==> src/rtl/cpu_pkg.sv <==
// Shared definitions for the fetch stage: IR field positions, fetch FSM states, reset constants.
package cpu_pkg;

  localparam int OP_MSB   = 31;
  localparam int OP_LSB   = 28;
  localparam int RD_MSB   = 27;
  localparam int RD_LSB   = 24;
  localparam int RS_MSB   = 23;
  localparam int RS_LSB   = 20;
  localparam int RT_MSB   = 19;
  localparam int RT_LSB   = 16;
  localparam int IMM_MSB  = 15;
  localparam int IMM_LSB  = 0;
  localparam int FUNC_MSB = 3;
  localparam int FUNC_LSB = 0;

  localparam logic [31:0] NOP_INSTR        = 32'h0000_0000;
  localparam logic [31:0] DEFAULT_RESET_PC = 32'h0000_0000;

  typedef enum logic [1:0] {
    FETCH_IDLE = 2'd0,
    FETCH_REQ  = 2'd1,
    FETCH_DONE = 2'd2
  } fetch_state_e;

endpackage

==> src/rtl/ifu_pc_reg.sv <==
// Program counter with next-PC select: unconditional write has priority over a taken branch.
module ifu_pc_reg #(
  parameter int              ADDR_W   = 32,
  parameter logic [ADDR_W-1:0] RESET_PC = '0
) (
  input  logic              clk,
  input  logic              rst,
  input  logic              i_pc_write,
  input  logic              i_pc_write_cond,
  input  logic              i_flag_sel,
  input  logic              i_pc_src,
  input  logic              i_zero_flag,
  input  logic [ADDR_W-1:0] i_alu_result,
  input  logic [ADDR_W-1:0] i_branch_target,
  output logic [ADDR_W-1:0] o_pc
);

  logic [ADDR_W-1:0] r_pc;
  logic              w_branch_taken;

  // flag_sel=1 turns the branch into "branch if not zero"
  assign w_branch_taken = i_pc_write_cond & (i_flag_sel ? ~i_zero_flag : i_zero_flag);

  always_ff @(posedge clk) begin
    if (rst) begin
      r_pc <= RESET_PC;
    end else if (i_pc_write) begin
      r_pc <= i_pc_src ? i_branch_target : i_alu_result;
    end else if (w_branch_taken) begin
      r_pc <= i_branch_target;
    end
  end

  assign o_pc = r_pc;

endmodule

==> src/rtl/instr_fetch_unit.sv <==
// Instruction fetch: PC, IR, instruction-memory read handshake and fixed IR field decode.
// Optional REQ watchdog enabled by defining IFU_TIMEOUT_EN.
module instr_fetch_unit
  import cpu_pkg::*;
#(
  parameter int                ADDR_W      = 32,
  parameter int                INSTR_W     = 32,
  parameter logic [ADDR_W-1:0] RESET_PC    = ADDR_W'(DEFAULT_RESET_PC),
  parameter int                TIMEOUT_CYC = 16
) (
  input  logic               clk,
  input  logic               rst,
  input  logic               int_mem_read,
  input  logic               ir_write,
  input  logic               pc_write,
  input  logic               pc_write_cond,
  input  logic               flag_sel,
  input  logic               pc_src,
  input  logic               zero_flag,
  input  logic [ADDR_W-1:0]  alu_result,
  input  logic [ADDR_W-1:0]  branch_target,
  output logic               imem_req,
  output logic [ADDR_W-1:0]  imem_addr,
  input  logic               imem_ack,
  input  logic [INSTR_W-1:0] imem_rdata,
  output logic               fetch_busy,
  output logic               fetch_valid,
  output logic               fetch_err,
  output logic [ADDR_W-1:0]  pc,
  output logic [INSTR_W-1:0] ir,
  output logic [3:0]         op,
  output logic [3:0]         rd,
  output logic [3:0]         rs,
  output logic [3:0]         rt,
  output logic [15:0]        imm,
  output logic [3:0]         func
);

  if (TIMEOUT_CYC < 1) begin : g_bad_timeout
    $error("TIMEOUT_CYC must be at least 1");
  end

  fetch_state_e       r_state, w_state_nxt;
  logic               r_imem_req, w_imem_req_nxt;
  logic [ADDR_W-1:0]  r_imem_addr, w_imem_addr_nxt;
  logic [INSTR_W-1:0] r_buf, w_buf_nxt;
  logic [INSTR_W-1:0] r_ir, w_ir_nxt;
  logic [ADDR_W-1:0]  w_pc;

  ifu_pc_reg #(
    .ADDR_W   (ADDR_W),
    .RESET_PC (RESET_PC)
  ) u_pc_reg (
    .clk             (clk),
    .rst             (rst),
    .i_pc_write      (pc_write),
    .i_pc_write_cond (pc_write_cond),
    .i_flag_sel      (flag_sel),
    .i_pc_src        (pc_src),
    .i_zero_flag     (zero_flag),
    .i_alu_result    (alu_result),
    .i_branch_target (branch_target),
    .o_pc            (w_pc)
  );

`ifdef IFU_TIMEOUT_EN
  // Down-counter loaded on REQ entry; terminal count 0 means TIMEOUT_CYC REQ cycles have elapsed
  localparam int WD_W = $clog2(TIMEOUT_CYC + 1);
  logic [WD_W-1:0] r_wdog, w_wdog_nxt;
  logic            r_err, w_err_nxt;
`endif

  always_ff @(posedge clk) begin
    if (rst) begin
      r_state     <= FETCH_IDLE;
      r_imem_req  <= 1'b0;
      r_imem_addr <= '0;
      r_buf       <= '0;
      r_ir        <= '0;
`ifdef IFU_TIMEOUT_EN
      r_wdog      <= '0;
      r_err       <= 1'b0;
`endif
    end else begin
      r_state     <= w_state_nxt;
      r_imem_req  <= w_imem_req_nxt;
      r_imem_addr <= w_imem_addr_nxt;
      r_buf       <= w_buf_nxt;
      r_ir        <= w_ir_nxt;
`ifdef IFU_TIMEOUT_EN
      r_wdog      <= w_wdog_nxt;
      r_err       <= w_err_nxt;
`endif
    end
  end

  always_comb begin
    w_state_nxt     = r_state;
    w_imem_req_nxt  = r_imem_req;
    w_imem_addr_nxt = r_imem_addr;
    w_buf_nxt       = r_buf;
    w_ir_nxt        = r_ir;
`ifdef IFU_TIMEOUT_EN
    w_wdog_nxt      = r_wdog;
    w_err_nxt       = r_err;
`endif
    case (r_state)
      FETCH_IDLE: begin
        if (int_mem_read) begin
          w_state_nxt     = FETCH_REQ;
          w_imem_req_nxt  = 1'b1;
          w_imem_addr_nxt = w_pc;
`ifdef IFU_TIMEOUT_EN
          w_wdog_nxt      = WD_W'(TIMEOUT_CYC - 1);
`endif
        end
      end
      FETCH_REQ: begin
        if (imem_ack) begin
          w_imem_req_nxt = 1'b0;
`ifdef IFU_TIMEOUT_EN
          w_wdog_nxt     = '0;
`endif
          // Same-cycle ir_write skips the buffer and DONE entirely
          if (ir_write) begin
            w_ir_nxt    = imem_rdata;
            w_state_nxt = FETCH_IDLE;
          end else begin
            w_buf_nxt   = imem_rdata;
            w_state_nxt = FETCH_DONE;
          end
        end
`ifdef IFU_TIMEOUT_EN
        else if (r_wdog == '0) begin
          w_imem_req_nxt = 1'b0;
          w_buf_nxt      = INSTR_W'(NOP_INSTR);
          w_err_nxt      = 1'b1;
          w_state_nxt    = FETCH_DONE;
        end else begin
          w_wdog_nxt = r_wdog - 1'b1;
        end
`endif
      end
      FETCH_DONE: begin
        if (ir_write) begin
          w_ir_nxt    = r_buf;
          w_state_nxt = FETCH_IDLE;
        end
      end
      default: begin
        w_state_nxt    = FETCH_IDLE;
        w_imem_req_nxt = 1'b0;
      end
    endcase
  end

  assign imem_req    = r_imem_req;
  assign imem_addr   = r_imem_addr;
  assign fetch_busy  = (r_state == FETCH_REQ);
  assign fetch_valid = (r_state == FETCH_DONE);
  assign pc          = w_pc;
  assign ir          = r_ir;
`ifdef IFU_TIMEOUT_EN
  assign fetch_err   = r_err;
`else
  assign fetch_err   = 1'b0;
`endif

  assign op   = r_ir[OP_MSB:OP_LSB];
  assign rd   = r_ir[RD_MSB:RD_LSB];
  assign rs   = r_ir[RS_MSB:RS_LSB];
  assign rt   = r_ir[RT_MSB:RT_LSB];
  assign imm  = r_ir[IMM_MSB:IMM_LSB];
  assign func = r_ir[FUNC_MSB:FUNC_LSB];

endmodule

==> config.mk <==
export PLATFORM = sky130hd
export DESIGN_NAME = instr_fetch_unit
export DESIGN_NICKNAME = d
export VERILOG_FILES = /design/src/rtl/cpu_pkg.sv /design/src/rtl/ifu_pc_reg.sv /design/src/rtl/instr_fetch_unit.sv
export SDC_FILE = /design/constraint.sdc
export NUM_CORES = 1
export LEC_CHECK = 0
export CAP_MARGIN = 40
export CELL_PAD_IN_SITES_DETAIL_PLACEMENT = 0
export CELL_PAD_IN_SITES_GLOBAL_PLACEMENT = 1
export CORE_ASPECT_RATIO = 0.8
export CORE_MARGIN = 2
export CORE_UTILIZATION = 34
export CTS_CLUSTER_SIZE = 8
export DETAILED_ROUTE_END_ITERATION = 10
export PLACE_DENSITY_LB_ADDON = 0.1
export SLEW_MARGIN = 20
export SYNTH_ARGS = -nofsm -noshare
export SYNTH_HDL_FRONTEND = slang
export SYNTH_SLANG_ARGS = --single-unit
==> constraint.sdc <==
create_clock -name clk -period 2.55 [get_ports clk]
set_input_delay 0.51 -clock clk [delete_from_list [all_inputs] [get_ports clk]]
set_output_delay 0.51 -clock clk [all_outputs]
set_load 0.005 [all_outputs]
==> results of run 1 <==
## per-layer routing
metal,up-vias,global-route usage
met5,-,0
met4,0,0.0469
met3,13,0.0636
met2,177,0.318
met1,2600,0.246
li1,2621,-
## kinds of logic after synthesis
group / count (synthesis) / share of synthesized area
AOI/OAI and AO/OA: 195 / 0.266
and+or+nand+nor: 143 / 0.101
buffers and inverters: 138 / 0.133
DFF: 131 / 0.442
muxes: 33 / 0.0556
xor gates and xnor gates: 1 / 0.00147
other: 1 / 0.000631
## cell usage in the layout (no fill, tap or decap), drive strengths merged
master and n:
clkdlybuf4s50 238, dfxtp 131, nand2 129, a21oi 65, a211oi 64, inv 34
mux2i 33, o32ai 31, a221oi 31, buf 28, clkbuf 20, bufinv 5
clkinv 4, clkinvlp 3, nor3 2, and3b 2, nor2 2, nand2b 2
nor3b 2, o21ai 2, diode 1, nor2b 1, or3b 1, nor4bb 1
nand4bb 1, xor2 1, a21o 1, a2111oi 1, conb 1
## Yosys cell counts, drive strengths merged
| master | instances | share of area |
|---|---|---|
| nand2b | 2 | 0.0034 |
| xor2 | 1 | 0.0015 |
| nor4bb | 1 | 0.0017 |
| o21ai | 2 | 0.0036 |
| conb | 1 | 0.00063 |
| o32ai | 31 | 0.046 |
| clkbuf | 30 | 0.020 |
| nor3b | 2 | 0.0044 |
| a211oi | 64 | 0.081 |
| nand4bb | 1 | 0.0019 |
| a21o | 1 | 0.0013 |
| dfxtp | 131 | 0.44 |
| nor3 | 2 | 0.0017 |
| nor2 | 2 | 0.0013 |
| and3b | 2 | 0.0029 |
| mux2i | 33 | 0.056 |
| buf | 74 | 0.092 |
| or3b | 1 | 0.0015 |
| a221oi | 31 | 0.077 |
| nand2 | 129 | 0.082 |
| a2111oi | 1 | 0.0025 |
| a21oi | 65 | 0.055 |
| inv | 34 | 0.022 |
| nor2b | 1 | 0.0011 |
## final timing paths
path / start / end / cells past startpoint
worst max-delay path: r_state[0]$_SDFFE_PP0P_ / fetch_busy / 2
worst min-delay path: imem_addr[15]$_SDFFE_PP0P_ / imem_addr[15]$_SDFFE_PP0P_ / 2
worst max register to register: r_state[0]$_SDFFE_PP0P_ / ir[0]$_SDFFE_PP0P_ / 5
worst min register to register: imem_addr[15]$_SDFFE_PP0P_ / imem_addr[15]$_SDFFE_PP0P_ / 2
## critical path: cells and delay by family, from the launching register on
family                 cells  cell delay, ps
buffers and inverters      1             520
flip-flops                 1             540
AND/OR/NAND/NOR            1             230
## registers in the layout (all words and copies together), names as in the netlist
name / flops
imem_addr: 32
ir: 32
r_buf: 32
u_pc_reg.o_pc: 32
r_state: 2
imem_req: 1
## through the flow
stage / hold WS, ps / power, mW
detailed placement: 449 / 3.19
floorplan: 436 / 2.69
CTS: 457 / 5.91
global route: 468 / 6.09
finish: 453 / 5.85
global placement: 442 / 3.18
## report_power, final
group | internal (mW) | switching, mW | total [mW] | leakage [nW]
combinational | 0.514 | 0.384 | 0.898 | 1.75
sequential | 2.16 | 0.0838 | 2.24 | 1.07
clock | 1.79 | 0.920 | 2.71 | 0.312
total | 4.46 | 1.39 | 5.85 | 3.14
## final cells by class
type | count | area (sq um) | share of cell area
Timing Repair Buffer | 266 | 2640 | 0.297
Sequential cell | 131 | 2620 | 0.295
Multi-Input combinational cell | 373 | 2550 | 0.287
Clock buffer | 20 | 457 | 0.0514
Tap cell | 225 | 282 | 0.0317
Clock inverter | 12 | 204 | 0.0229
Inverter | 34 | 130 | 0.0146
Antenna cell | 1 | 2.50 | 0.000282
==> flow_summary.ini, run 1 <==
[run_status]
status = finished, final reports clean

[clocking]
clock-sinks = 131
cts_made_buffers = 17
clk_pin_slew_ps = 60
clock_path_buffers = 2
cts_htree_levels = 4
root_buffer = clkbuf_16
cts-resized-gates = 0
cts_setup_buffers = 0
clock_latency_ps = 410
cts_tree = done
postCtsHoldBufs = 0

[floorplanning]
start_util = 0.345
die_h_microns = 122
dieArea_sq_um = 18500
die_x_microns = 152
core_area_sq_um = 17200
num_rows = 43
io_pins = 242

[finish]
final_cell_count_no_fill = 1062
stdcell_area_sq_um = 8890
finish.utilization = 0.516
fillers = 1555
nets = 929
drive_gt1_frac = 0.116
area_delta_synth_final_pct = 49.6

[timing]
max-slew-margin-rel = 0.538
max_freq_ghz = 0.454
rsz0062_at_grt = false
slew_viol_final = 0
fin_skew_ps = 8.19
tightest_slew_ps = 693
fin_crit_sh = 0.863
setup_viol = 0
period_needed_ps = 2200
setup_ws_ps = 348
finalHoldViolations = 0
tns_ps = 0

[worst_setup_path]
rrSetupSlack_ps = 730
cp.arrival_ps = 1690
path_max_fanout = 10
worst-endpoint-required_ps = 2040
cp_slowest_stage_delay_ps = 540
cpMaxStageDelayCell = dfxtp_1
start_kind = register
path_cells = nor2b_1 -> clkdlybuf4s50_1
critical_path_class = register to output pin
crit_path_end_kind = output pin

[global_routing]
antenna_found_initial = 1
overflow = 0
grt_pass1_wl_microns = 27900
first_global_vias = 5264
grtUsageTotal = 0.193
grt_max_degree = 57

[synthesis]
synthCells = 642
syn_nets = 748
synth_cell_type_count = 33
netlist_area_sq_um = 5940
ys_seq_elements = 131
ys_seq_area_frac = 0.442
yosysWarnings = 0
syn_avg_cell_area_sq_um = 9.25

[drt]
wl_met1_microns = 7970
post_drt_via_cell_ratio = 5.10
drc = 0
met2_length_microns = 8390
dr.max_layer_used = met4
drtIter0Drc = 221
wl_per_cell_microns = 16.8
first_pass_iters = 5
dr_total_vias = 5411
ant_nets = 0
dr_wl_met3_microns = 1380
wl_microns = 17900

[place]
dpl_cell_area_sq_um = 8220
place_congestion = 0.778
portBuffers = 240
hpwl_microns = 12400
place_ws_ps = 224
dp.cells = 1029

[pwr]
p_leak_nw = 3.14
power_density_nw_per_um2 = 658
ir_drop_mv = 0.414

[run]
max_cap_viol_count = 0

[worst_hold_path]
hp-class = register to register
(Power assumes the default switching activity.)
==> run 2, diff against run 1 <==
--- a/config.mk
+++ b/config.mk
@@ -10,11 +10,13 @@
 export CELL_PAD_IN_SITES_GLOBAL_PLACEMENT = 1
 export CORE_ASPECT_RATIO = 0.8
 export CORE_MARGIN = 2
-export CORE_UTILIZATION = 34
+export CORE_UTILIZATION = 35
 export CTS_CLUSTER_SIZE = 8
 export DETAILED_ROUTE_END_ITERATION = 10
 export PLACE_DENSITY_LB_ADDON = 0.1
+export SKIP_CTS_REPAIR_TIMING = 1
 export SLEW_MARGIN = 20
 export SYNTH_ARGS = -nofsm -noshare
 export SYNTH_HDL_FRONTEND = slang
+export SYNTH_HIERARCHICAL = 1
 export SYNTH_SLANG_ARGS = --single-unit
==> run 2 against run 1 <==
- register-to-register slack improved by 170 ps
- critical endpoint is now fetch_valid
- flip-flop and latch count did not move
- wire length shrank 1.3%
- worst setup slack gained 27 ps
- final area is 0.13% higher
- highest routed layer is now met5
- total power is 6.0% lower
- clock power shrank 14%
==> flow_summary.ini, run 2 <==
[finish]
multi_input_area_sq_um = 2710
nets = 919
area_delta_synth_final_pct = 42.5
layout.area.seq_sq_um = 2620
fillers = 1620
stdcell_area_sq_um = 8900
final_cell_mix = 238 x clkdlybuf4s50_1, 130 x dfxtp_1, 129 x nand2_1
diodes = 0
drive_gt1_frac = 0.147
final_common_cell = clkdlybuf4s50_1

[pwr]
p_int_mw = 4.13
switching_share = 0.250
clockPowerShare = 0.423
power_mw = 5.50
seq_power_share = 0.407
combinationalPowerShare = 0.169
p_leak_nw = 3.11
ir_drop_mv = 0.401
p_switching_mw = 1.38
power_density_nw_per_um2 = 618

[synthesis]
ys_seq_area_frac = 0.420
syn_nets = 745
async_flop_share = 0
synth_edf_count = 0
yosysWarnings = 6
synth.most_common_cell = dfxtp_1
netlist_area_sq_um = 6240
synthCells = 639
synthTopCellsByArea = dfxtp_1 42%, nand2_1 7.8%, a221oi_2 7.2%
ys.flop_type = dfxtp_1
syn_avg_cell_area_sq_um = 9.77
synth_common_cells = 131 x dfxtp_1, 129 x nand2_1, 65 x a21oi_1
yosysTopAreaCell = dfxtp_1
ys_seq_elements = 131
synth_cell_type_count = 34
yosys.area.top_type_share = 0.420

[worst_setup_path]
path_max_fanout = 10
start_kind = register
worst-endpoint-required_ps = 2040
cp.arrival_ps = 1660
critical_path_class = register to output pin
crit_path_end_kind = output pin

[timing]
fin_skew_ps = 11.1
tns_ps = 0
period_needed_ps = 2170
tightest_slew_ps = 728
holdWs_ps = 420
finalHoldViolations = 0
max_freq_ghz = 0.460
setup_viol = 0
slew_viol_final = 0
fin_crit_sh = 0.853
max-slew-margin-rel = 0.515
rsz0062_at_grt = false

[floorplanning]
num_rows = 43
dieArea_sq_um = 18900
die_h_microns = 123
die_x_microns = 153
start_util = 0.358
io_pins = 242
core_area_sq_um = 17400

[clocking]
cts_made_buffers = 17
clock_latency_ps = 410
cts_tree = done
clock_path_buffers = 2
root_buffer = clkbuf_16
clock-sinks = 131
cts_htree_levels = 4
clk_pin_slew_ps = 50

[run_status]
status = finished, final reports clean

[global_routing]
grt_max_degree = 67
first_global_vias = 5285
antenna_found_initial = 1
overflow = 0
grtUsageTotal = 0.187
grt_pass1_wl_microns = 27900

[worst_hold_path]
hp-class = primary input to register

[drt]
dr_total_vias = 5308
wl_per_cell_microns = 16.8
wl_microns = 17600
drtIter0Drc = 246
first_pass_iters = 4
post_drt_via_cell_ratio = 5.06
drc = 0
ant_nets = 0

[place]
dpl_cell_area_sq_um = 8340
place_congestion = 0.745
hpwl_microns = 12000
portBuffers = 240

[run]
max_cap_viol_count = 0
run 2: cell count changes in the layout (fill, tap and decap cells not counted), sizes merged, moves of 2 or more:
cell,change
clkinv,+4
and3b,-2
buf,-8
bufinv,-3
run 2: area by class of cell:
cell class,instances,area share
clock buffer,19,0.0498
timing repair buffer,258,0.292
tap,225,0.0316
sequential,131,0.295
inverter,34,0.0143
multi-input combinational,371,0.305
clock inverter,12,0.0129
run 2: cells by family (layout without fill, tap and decap cells):
group / after synthesis / in the layout / share of synthesized area
buffers and inverters: 137 / 323 / 0.150
AND/OR/NAND/NOR: 139 / 139 / 0.0944
other: 1 / 1 / 0.000601
multiplexers: 33 / 33 / 0.0529
AO/OA/AOI/OAI: 197 / 197 / 0.280
flip-flops: 131 / 131 / 0.420
XOR/XNOR: 1 / 1 / 0.00261
run 2: per-stage QoR:
stage / cells / utilization / worst slack [ps]
after floorplan: 639 / - / 1010
after global placement: 1019 / 0.478 / 322
after detailed placement: 1019 / 0.478 / 266
after CTS: 1050 / 0.510 / 330
after global routing: 1050 / 0.510 / 300
final: 1050 / 0.510 / 375
run 2: power groups by stage:
stage | clock network [mW] | logic [mW] | registers, mW
floorplan | 0 | 0.486 | 2.28
finish | 2.33 | 0.931 | 2.24
detailed placement | 0 | 0.940 | 2.29
CTS | 2.38 | 0.944 | 2.24
global route | 2.48 | 1.00 | 2.26
global placement | 0 | 0.930 | 2.28
run 2: final timing paths:
path                                                 from                        end  slack (ps)  cells after the start
worst max-delay path              r_state[0]$_SDFFE_PP0P_                fetch_valid         380                      4
worst min-delay path                             ir_write    r_state[1]$_SDFFE_PP0P_         420                      2
worst max register to register    r_state[0]$_SDFFE_PP0P_         ir[0]$_SDFFE_PP0P_         900                      4
worst min register to register  imem_addr[0]$_SDFFE_PP0P_  imem_addr[0]$_SDFFE_PP0P_         450                      2
run 2: critical path, stage by stage (launching register included):
cell	delay (ps)
dfxtp_1	290
buf_4	170
nand2b_4	210
inv_1	90
clkdlybuf4s50_1	500
run 2: layer usage:
layer	share of wire	up-vias	GRT usage
met5	0.00062	-	0
met4	0.013	2	0.0556
met3	0.067	18	0.0575
met2	0.47	160	0.308
met1	0.45	2535	0.238
li1	-	2593	-
==> run 3, diff against run 2 <==
--- a/config.mk
+++ b/config.mk
@@ -20,3 +20,4 @@
 export SYNTH_HDL_FRONTEND = slang
 export SYNTH_HIERARCHICAL = 1
 export SYNTH_SLANG_ARGS = --single-unit
+export TNS_END_PERCENT = 20
==> results of run 3 <==
Final layout, timing and power as in run 2 (identical DEF).
